[config.mk]
export PLATFORM = sky130hd
export DESIGN_NAME = q_to_float_converter
export DESIGN_NICKNAME = d
export VERILOG_FILES = /design/src/rtl/q_to_float_converter.sv
export SDC_FILE = /design/constraint.sdc
export NUM_CORES = 1
export LEC_CHECK = 0
export BUFFER_PORTS_ARGS = -buffer_cell sky130_fd_sc_hd__buf_4
export CORE_MARGIN = 5
export CORE_UTILIZATION = 43
export CTS_BUF_LIST = sky130_fd_sc_hd__clkbuf_16
export CTS_CLUSTER_DIAMETER = 60
export DETAILED_ROUTE_END_ITERATION = 12
export HOLD_SLACK_MARGIN = 0.06
export PLACE_DENSITY = 0.7
export RECOVER_POWER = 50
export SLEW_MARGIN = 40
export SYNTH_ARGS = -nofsm -noshare
export SYNTH_HDL_FRONTEND = slang
export SYNTH_SLANG_ARGS = --single-unit
[constraint.sdc]
create_clock -name aclk -period 2.3 [get_ports aclk]
set_input_delay 0.46 -clock aclk [delete_from_list [all_inputs] [get_ports aclk]]
set_output_delay 0.46 -clock aclk [all_outputs]
set_load 0.05 [all_outputs]
[src/rtl/q_to_float_converter.sv]
// q_to_float_converter
// Streaming converter from signed fixed-point Q(M_IN.N_IN) to IEEE-754 binary32.
// A serial normaliser shifts the magnitude left one bit per cycle until its MSB
// is set, so latency depends on the data. One sample is in flight at a time.
//
// Parameters:
//   M_IN  integer bits (>= 0)
//   N_IN  fractional bits (0..126)
//   W = M_IN + N_IN + 1 must lie in 2..32
//
// Optional feature macro: Q2F_ROUND_EN
//   defined   : round to nearest, ties to even, when W-1 > 23 (a mantissa
//               carry-out costs one extra normalise cycle)
//   undefined : truncate the magnitude toward zero
//
// Ports:
//   aclk           clock, rising edge
//   areset         synchronous active-high reset
//   s_axis_tdata   Q sample in bits [W-1:0], upper pad bits ignored
//   s_axis_tvalid  input valid
//   s_axis_tready  input ready (IDLE and not in reset)
//   s_axis_tlast   packet boundary carried with the sample
//   m_axis_tdata   binary32 result
//   m_axis_tvalid  output valid
//   m_axis_tready  output ready
//   m_axis_tlast   tlast of the accepted sample
module q_to_float_converter #(
  parameter int unsigned M_IN = 1,
  parameter int unsigned N_IN = 1
) (
  input  logic                              aclk,
  input  logic                              areset,
  input  logic [((M_IN+N_IN+1+7)/8)*8-1:0]  s_axis_tdata,
  input  logic                              s_axis_tvalid,
  output logic                              s_axis_tready,
  input  logic                              s_axis_tlast,
  output logic [31:0]                       m_axis_tdata,
  output logic                              m_axis_tvalid,
  input  logic                              m_axis_tready,
  output logic                              m_axis_tlast
);

  localparam int unsigned W        = M_IN + N_IN + 1;
  localparam int unsigned FW       = W - 1;
  localparam int unsigned PW       = 6;
  localparam int unsigned BIAS_ADJ = 127 - N_IN;

  if (W < 2 || W > 32 || N_IN > 126) begin : g_param_check
    $error("q_to_float_converter: W = M_IN+N_IN+1 must be 2..32 and N_IN <= 126");
  end

  typedef enum logic [1:0] {
    IDLE = 2'd0,
    NORM = 2'd1,
    OUT  = 2'd2
  } state_t;

  state_t        state;
  logic          sign_q;
  logic          last_q;
  logic [W-1:0]  mag_q;
  logic [PW-1:0] pos_q;

  // Input sign and magnitude; the most negative value maps to 2^(W-1)
  logic         in_sign_c;
  logic [W-1:0] in_mag_c;
  assign in_sign_c = s_axis_tdata[W-1];
  assign in_mag_c  = in_sign_c ? W'(~s_axis_tdata[W-1:0] + W'(1)) : s_axis_tdata[W-1:0];

  // Fraction bits below the leading one, MSB-aligned; 24 zero bits below keep
  // guard/sticky at zero whenever the fraction fits in 23 bits
  logic [FW+23:0] ext_c;
  logic [22:0]    mant_c;
  logic           guard_c;
  logic           sticky_c;
  logic           round_up_c;
  logic [23:0]    mant_sum_c;
  logic           carry_c;
  logic [7:0]     exp_c;

  assign ext_c    = {mag_q[W-2:0], 24'b0};
  assign mant_c   = ext_c[FW+23 -: 23];
  assign guard_c  = ext_c[FW];
  assign sticky_c = |ext_c[FW-1:0];

`ifdef Q2F_ROUND_EN
  assign round_up_c = guard_c && (sticky_c || mant_c[0]);
`else
  assign round_up_c = 1'b0;
`endif

  assign mant_sum_c = {1'b0, mant_c} + 24'(round_up_c);
  assign carry_c    = mant_sum_c[23];
  assign exp_c      = 8'(32'(pos_q) + BIAS_ADJ);

  // Pad bits of the input and rounding taps that the truncating build ignores
  logic unused_c;
  assign unused_c = ^{s_axis_tdata, guard_c, sticky_c};

  assign s_axis_tready = (state == IDLE) && !areset;

  // Control, normaliser and registered output stage
  always_ff @(posedge aclk) begin
    if (areset) begin
      state         <= IDLE;
      sign_q        <= 1'b0;
      last_q        <= 1'b0;
      mag_q         <= '0;
      pos_q         <= '0;
      m_axis_tdata  <= '0;
      m_axis_tvalid <= 1'b0;
      m_axis_tlast  <= 1'b0;
    end else begin
      case (state)
        IDLE: begin
          if (s_axis_tvalid) begin
            sign_q <= in_sign_c;
            last_q <= s_axis_tlast;
            mag_q  <= in_mag_c;
            pos_q  <= PW'(W - 1);
            if (in_mag_c == '0) begin
              m_axis_tdata  <= '0;
              m_axis_tvalid <= 1'b1;
              m_axis_tlast  <= s_axis_tlast;
              state         <= OUT;
            end else begin
              state <= NORM;
            end
          end
        end

        NORM: begin
          if (mag_q[W-1]) begin
            if (carry_c) begin
              // Rounding overflowed the mantissa: renormalise to 1.0 x 2^(p+1)
              mag_q <= {1'b1, {(W-1){1'b0}}};
              pos_q <= pos_q + PW'(1);
            end else begin
              m_axis_tdata  <= {sign_q, exp_c, mant_sum_c[22:0]};
              m_axis_tvalid <= 1'b1;
              m_axis_tlast  <= last_q;
              state         <= OUT;
            end
          end else begin
            mag_q <= mag_q << 1;
            pos_q <= pos_q - PW'(1);
          end
        end

        OUT: begin
          if (m_axis_tready) begin
            m_axis_tvalid <= 1'b0;
            state         <= IDLE;
          end
        end

        default: state <= IDLE;
      endcase
    end
  end

endmodule
* Yosys cells after proc, flatten, opt, wreduce, memory -nomap -nowiden *
Cells that the tools add are included.

word-level totals
  register bits = 47
  input bits = 13
  output and inout bits = 35

cells by class
  add/sub/neg operators = 3
  eq/ne operators = 7
  mux-type cells = 25
  bitwise operators = 1
  reductions and logical operators = 12

operators with widths
  kind                 count
  $mux 32              3
  $pmux 32 s2          1
  $mux 6               2
  $pmux 6 s2           1
  $mux 3               3
  $add 6x7->8 const B  1
  $mux 2               4
  $ne 2x2->1 const B   4
  $mux 1               7
  $pmux 2 s3           1
  $pmux 3 s2           1
  $reduce_and 3->1     2
  $sub 6x1->6 const B  1
  $reduce_and 5->1     1
  $reduce_and 2->1     2
  $reduce_and 4->1     1
  $add 3x1->3 const B  1
  $logic_not 3->1      1
  $not 3->3            1
  $pmux 1 s3           1
  $reduce_bool 3->1    1
  $eq 2x1->1 const B   1
  $eq 2x2->1 const B   1
  $logic_not 2->1      1
  5 further kinds      5

* Logic depth before layout (Yosys ltp) *
  word-level depth = 7
  gate-level depth with buffers = 6

* Worst setup path before layout *
No wires, ideal clock.

  path type = input to output
  start point = input port areset
  end point = output port s_axis_tready
  data arrival time = 1905 ps
  required time = 1840 ps
  setup slack = -65 ps
  cell stages on the path = 3
  buffers on the path = 2
  path through = clkbuf_1 buf_1 nor3_1

on the way
  cells in the longest elaborated chain, start to end = 2

RTL lines
  what               line  RTL
  start, declared    32    input logic areset,
  $logic_not 1->1    100   assign s_axis_tready = (state == IDLE) && !areset;
  $logic_and 1x1->1  100
  end, declared      35    output logic s_axis_tready,

No other way between the ends.

* Final worst setup path *
  start point = register state[0]
  end point = register pos_q[5]

on the way
  cells in the longest elaborated chain, start to end = 3

RTL lines
  what                                                              line  RTL
  start, declared                                                   58    state_t state;
  start signal, assigned                                            105   state <= IDLE;
  start signal, assigned                                            125   state <= OUT;
  start signal, assigned                                            127   state <= NORM;
  $eq 2x1->1 / $logic_not 2->1 (equally long branches)              114   case (state)
  $ne 2x2->1 (no line) / $reduce_bool 2->1 (equally long branches)  --
  $reduce_and 3->1 (no line)                                        --
  end signal, assigned                                              120   pos_q <= PW'(W - 1);
  end signal, assigned                                              137   pos_q <= pos_q + PW'(1);
  end signal, assigned                                              146   pos_q <= pos_q - PW'(1);
  end, declared                                                     62    logic [PW-1:0] pos_q;

Several ways; a longest one is shown, not always the timed one.
A chain may end at the register's enable or synchronous reset.

==> metrics.txt <==
status complete, no violations; Setup Skew roughly 0.0016 ns; Avg WL per Cell 12.85 microns; first-pass GRT wire length 4767 microns; final period utilization 0.7692; Fin. Hold Viols 0; startpoint types flip-flop; Netlist cell types 45; Post-DP HPWL between 2000 and 2500 microns; crit path capture type flip-flop; Yosys top cell by area dfxtp_1; share of cells above drive strength 1 0.1307; via/cell ratio 4.936; CTS tree yes; Post-Layout Inst Area between 1500 and 2000 sq um; hold buffer count at cts 0; worst skew pair latency ~0.26 ns; postcts setup bufs 0; total design power 1.378 mW; Routed WL roughly 2800 microns; initial antenna violation count 0; reg-to-reg slack, setup between 0.5 and 0.6 ns; post-CTS sizing 0; TNS Setup 0 ns; Top FF cell, synth dfxtp_1; Slew headroom 0.5441; H-tree Lvls 1; Least-Margin Pin Slew between 0.6 and 0.7 ns; Setup-failing EPs final 0; Reg2Reg Depth 4; DRC Markers 0; crit path launch state[0]$_SDFFE_PP0P_; Synth top area share 0.3698; post-synthesis cell area between 1000 and 1500 sq um; pwr dens slightly below 900 nW/um^2; Core Area ~3100 sq um; fin nets ~200; DRT iter0 DRCs between 80 and 90; RR Endpoint pos_q[5]$_SDFFE_PP0P_; worst setup path end pos_q[5]$_SDFFE_PP0P_; vias in the first global route about 1,100; Ys Warns 0; Total GRT Usage 0.1383; Clock Sinks 26; synthesis-to-layout area growth 10.58%; Filler cells 322; Port Buffers 21; asr flop ratio synth 0; final core utilization 0.5016; fmax approximately 570 MHz; total placed instance area ~1500 sq um; unrepaired setup endpoints after global routing no; Final GP Congestion 0.8781; initial cell density of the core 0.4536; Die W between 60 and 70 microns; Die Height between 60 and 70 microns; final slew viol count 0; syn_area_per_cell between 9 and 10 sq um; ranking of synthesized cells by area dfxtp_1 37%, buf_4 11%, ha_1 4.4%; ANT cells 0; arrival time worst endpoint slightly below 2 ns; type of the tightest min-delay check reg -> reg; synthesis-stage register bit count 26; maximum VDD drop approximately 0.00032 V; total of max-cap violations 0; crit path kind reg -> reg; Cells after Synth 156; drt first pass iters 4; Fin Hold WS 0.4343 ns; CTS Buffer Depth 2; Critical Path RT 2.48 ns; Ports 48; TritonCTS Buffers 3; largest net degree at the start of global routing 21; leakage power between 0.6 and 0.7 nW; FP Rows 20; clk slew on worst S/H paths about 0.060 ns; Post-synth EDFFs 0; Seq/Total Area, Yosys 0.3698; worst r2r src state[0]$_SDFFE_PP0P_; worst-path fanout max 10; CTS root buffer clkbuf_16; Period minus WS final between 1.5 and 2 ns; vias 1,086; DIE AREA 4518 sq um; total gr overflow 0; Antenna Nets Post-Route 0
[worst min path at each step]
stage / slack [ns] / from / depth (start not counted) / end
after global routing: 0.46 / s_axis_tlast / 3 / last_q$_SDFFE_PP0P_
after global placement: 0.43 / m_axis_tdata[30]$_SDFFE_PP0P_ / 2 / m_axis_tdata[30]$_SDFFE_PP0P_
after floorplan: 0.44 / sign_q$_SDFFE_PP0P_ / 1 / m_axis_tdata[31]$_SDFFE_PP0P_
after detailed placement: 0.43 / m_axis_tdata[30]$_SDFFE_PP0P_ / 2 / m_axis_tdata[30]$_SDFFE_PP0P_
after CTS: 0.44 / m_axis_tdata[30]$_SDFFE_PP0P_ / 2 / m_axis_tdata[30]$_SDFFE_PP0P_
final: 0.43 / m_axis_tdata[30]$_SDFFE_PP0P_ / 2 / m_axis_tdata[30]$_SDFFE_PP0P_
[stage by stage]
step,setup slack [ns],instances
detailed placement,0.4243,216
global route,0.3769,220
global placement,0.4207,216
finish,0.5309,220
CTS,0.5305,220
floorplan,0.3606,176
[power breakdown]
part	total (mW)	internal [mW]	switching [mW]	leakage, nW
combinational	0.350	0.110	0.240	0.382
sequential	0.526	0.485	0.0407	0.212
clock	0.502	0.346	0.156	0.0511
total	1.38	0.942	0.436	0.645
[per-layer routing]
layer / share of wire / global-route usage / vias to the layer above
li1: - / - / 534
met1: 0.43 / 0.1604 / 510
met2: 0.47 / 0.2258 / 38
met3: 0.071 / 0.03161 / 4
met4: 0.020 / 0.09367 / 0
met5: 0 / 0 / -
[state kept, by name, indices dropped and copies added (netlist names)]
register / cells
state: 2
m_axis_tdata: 11
mag_q: 3
m_axis_tvalid: 1
m_axis_tlast: 1
pos_q: 6
sign_q: 1
last_q: 1
[worst max-delay path, cell delays in order (launching register included)]
cell and delay [ns]:
dfxtp_1 0.51, nor2b_4 0.28, o21ai_2 0.15, or4_1 0.52
a211oi_1 0.23
[cell type report]
type / instances / area, sq um / share of cell area
Tap cell: 44 / 55.05 / 0.03537
Multi-Input combinational cell: 112 / 710.7 / 0.4566
Clock buffer: 3 / 75.07 / 0.04823
Inverter: 10 / 37.54 / 0.02412
Clock inverter: 1 / 30.03 / 0.01929
Sequential cell: 26 / 520.5 / 0.3344
Timing Repair Buffer: 24 / 127.6 / 0.08199
[cell families after synthesis]
| family | count (synthesis) | synth area share |
|---|---|---|
| AOI/OAI and AO/OA | 34 | 0.1796 |
| and+or+nand+nor | 41 | 0.1485 |
| DFF | 26 | 0.3698 |
| buffers and inverters | 38 | 0.1822 |
| muxes | 5 | 0.03556 |
| xor gates and xnor gates | 6 | 0.03734 |
| other | 1 | 0.002664 |
| adders and majority gates | 5 | 0.04444 |
[cells in the mapped netlist, types with 2 or more instances]
cell type and count:
nor2_1 10, o2111ai_1 2, xnor2_1 3, inv_1 9, buf_4 21, xor2_1 3
clkbuf_1 2, a211oi_1 5, o21ai_0 8, a22o_1 3, ha_1 5, nor4_1 2
a21oi_1 6, mux2i_1 5, nor3_1 5, dfxtp_1 26, nand2_1 13
[cell usage in the layout, fill, tap and decap left out, drive strengths merged, types with 2 or more instances in the layout]
| master | n |
|---|---|
| nand2 | 13 |
| o2111ai | 2 |
| nor4 | 2 |
| or3 | 2 |
| xor2 | 3 |
| ha | 5 |
| buf | 10 |
| xnor2 | 3 |
| dfxtp | 26 |
| a211oi | 5 |
| mux2i | 5 |
| o21ai | 9 |
| a21oi | 6 |
| nor3 | 5 |
| conb | 21 |
| nor2b | 3 |
| clkbuf | 17 |
| a221oi | 2 |
| a22o | 3 |
| inv | 10 |
| nor2 | 10 |
(Power assumes the default switching activity.)
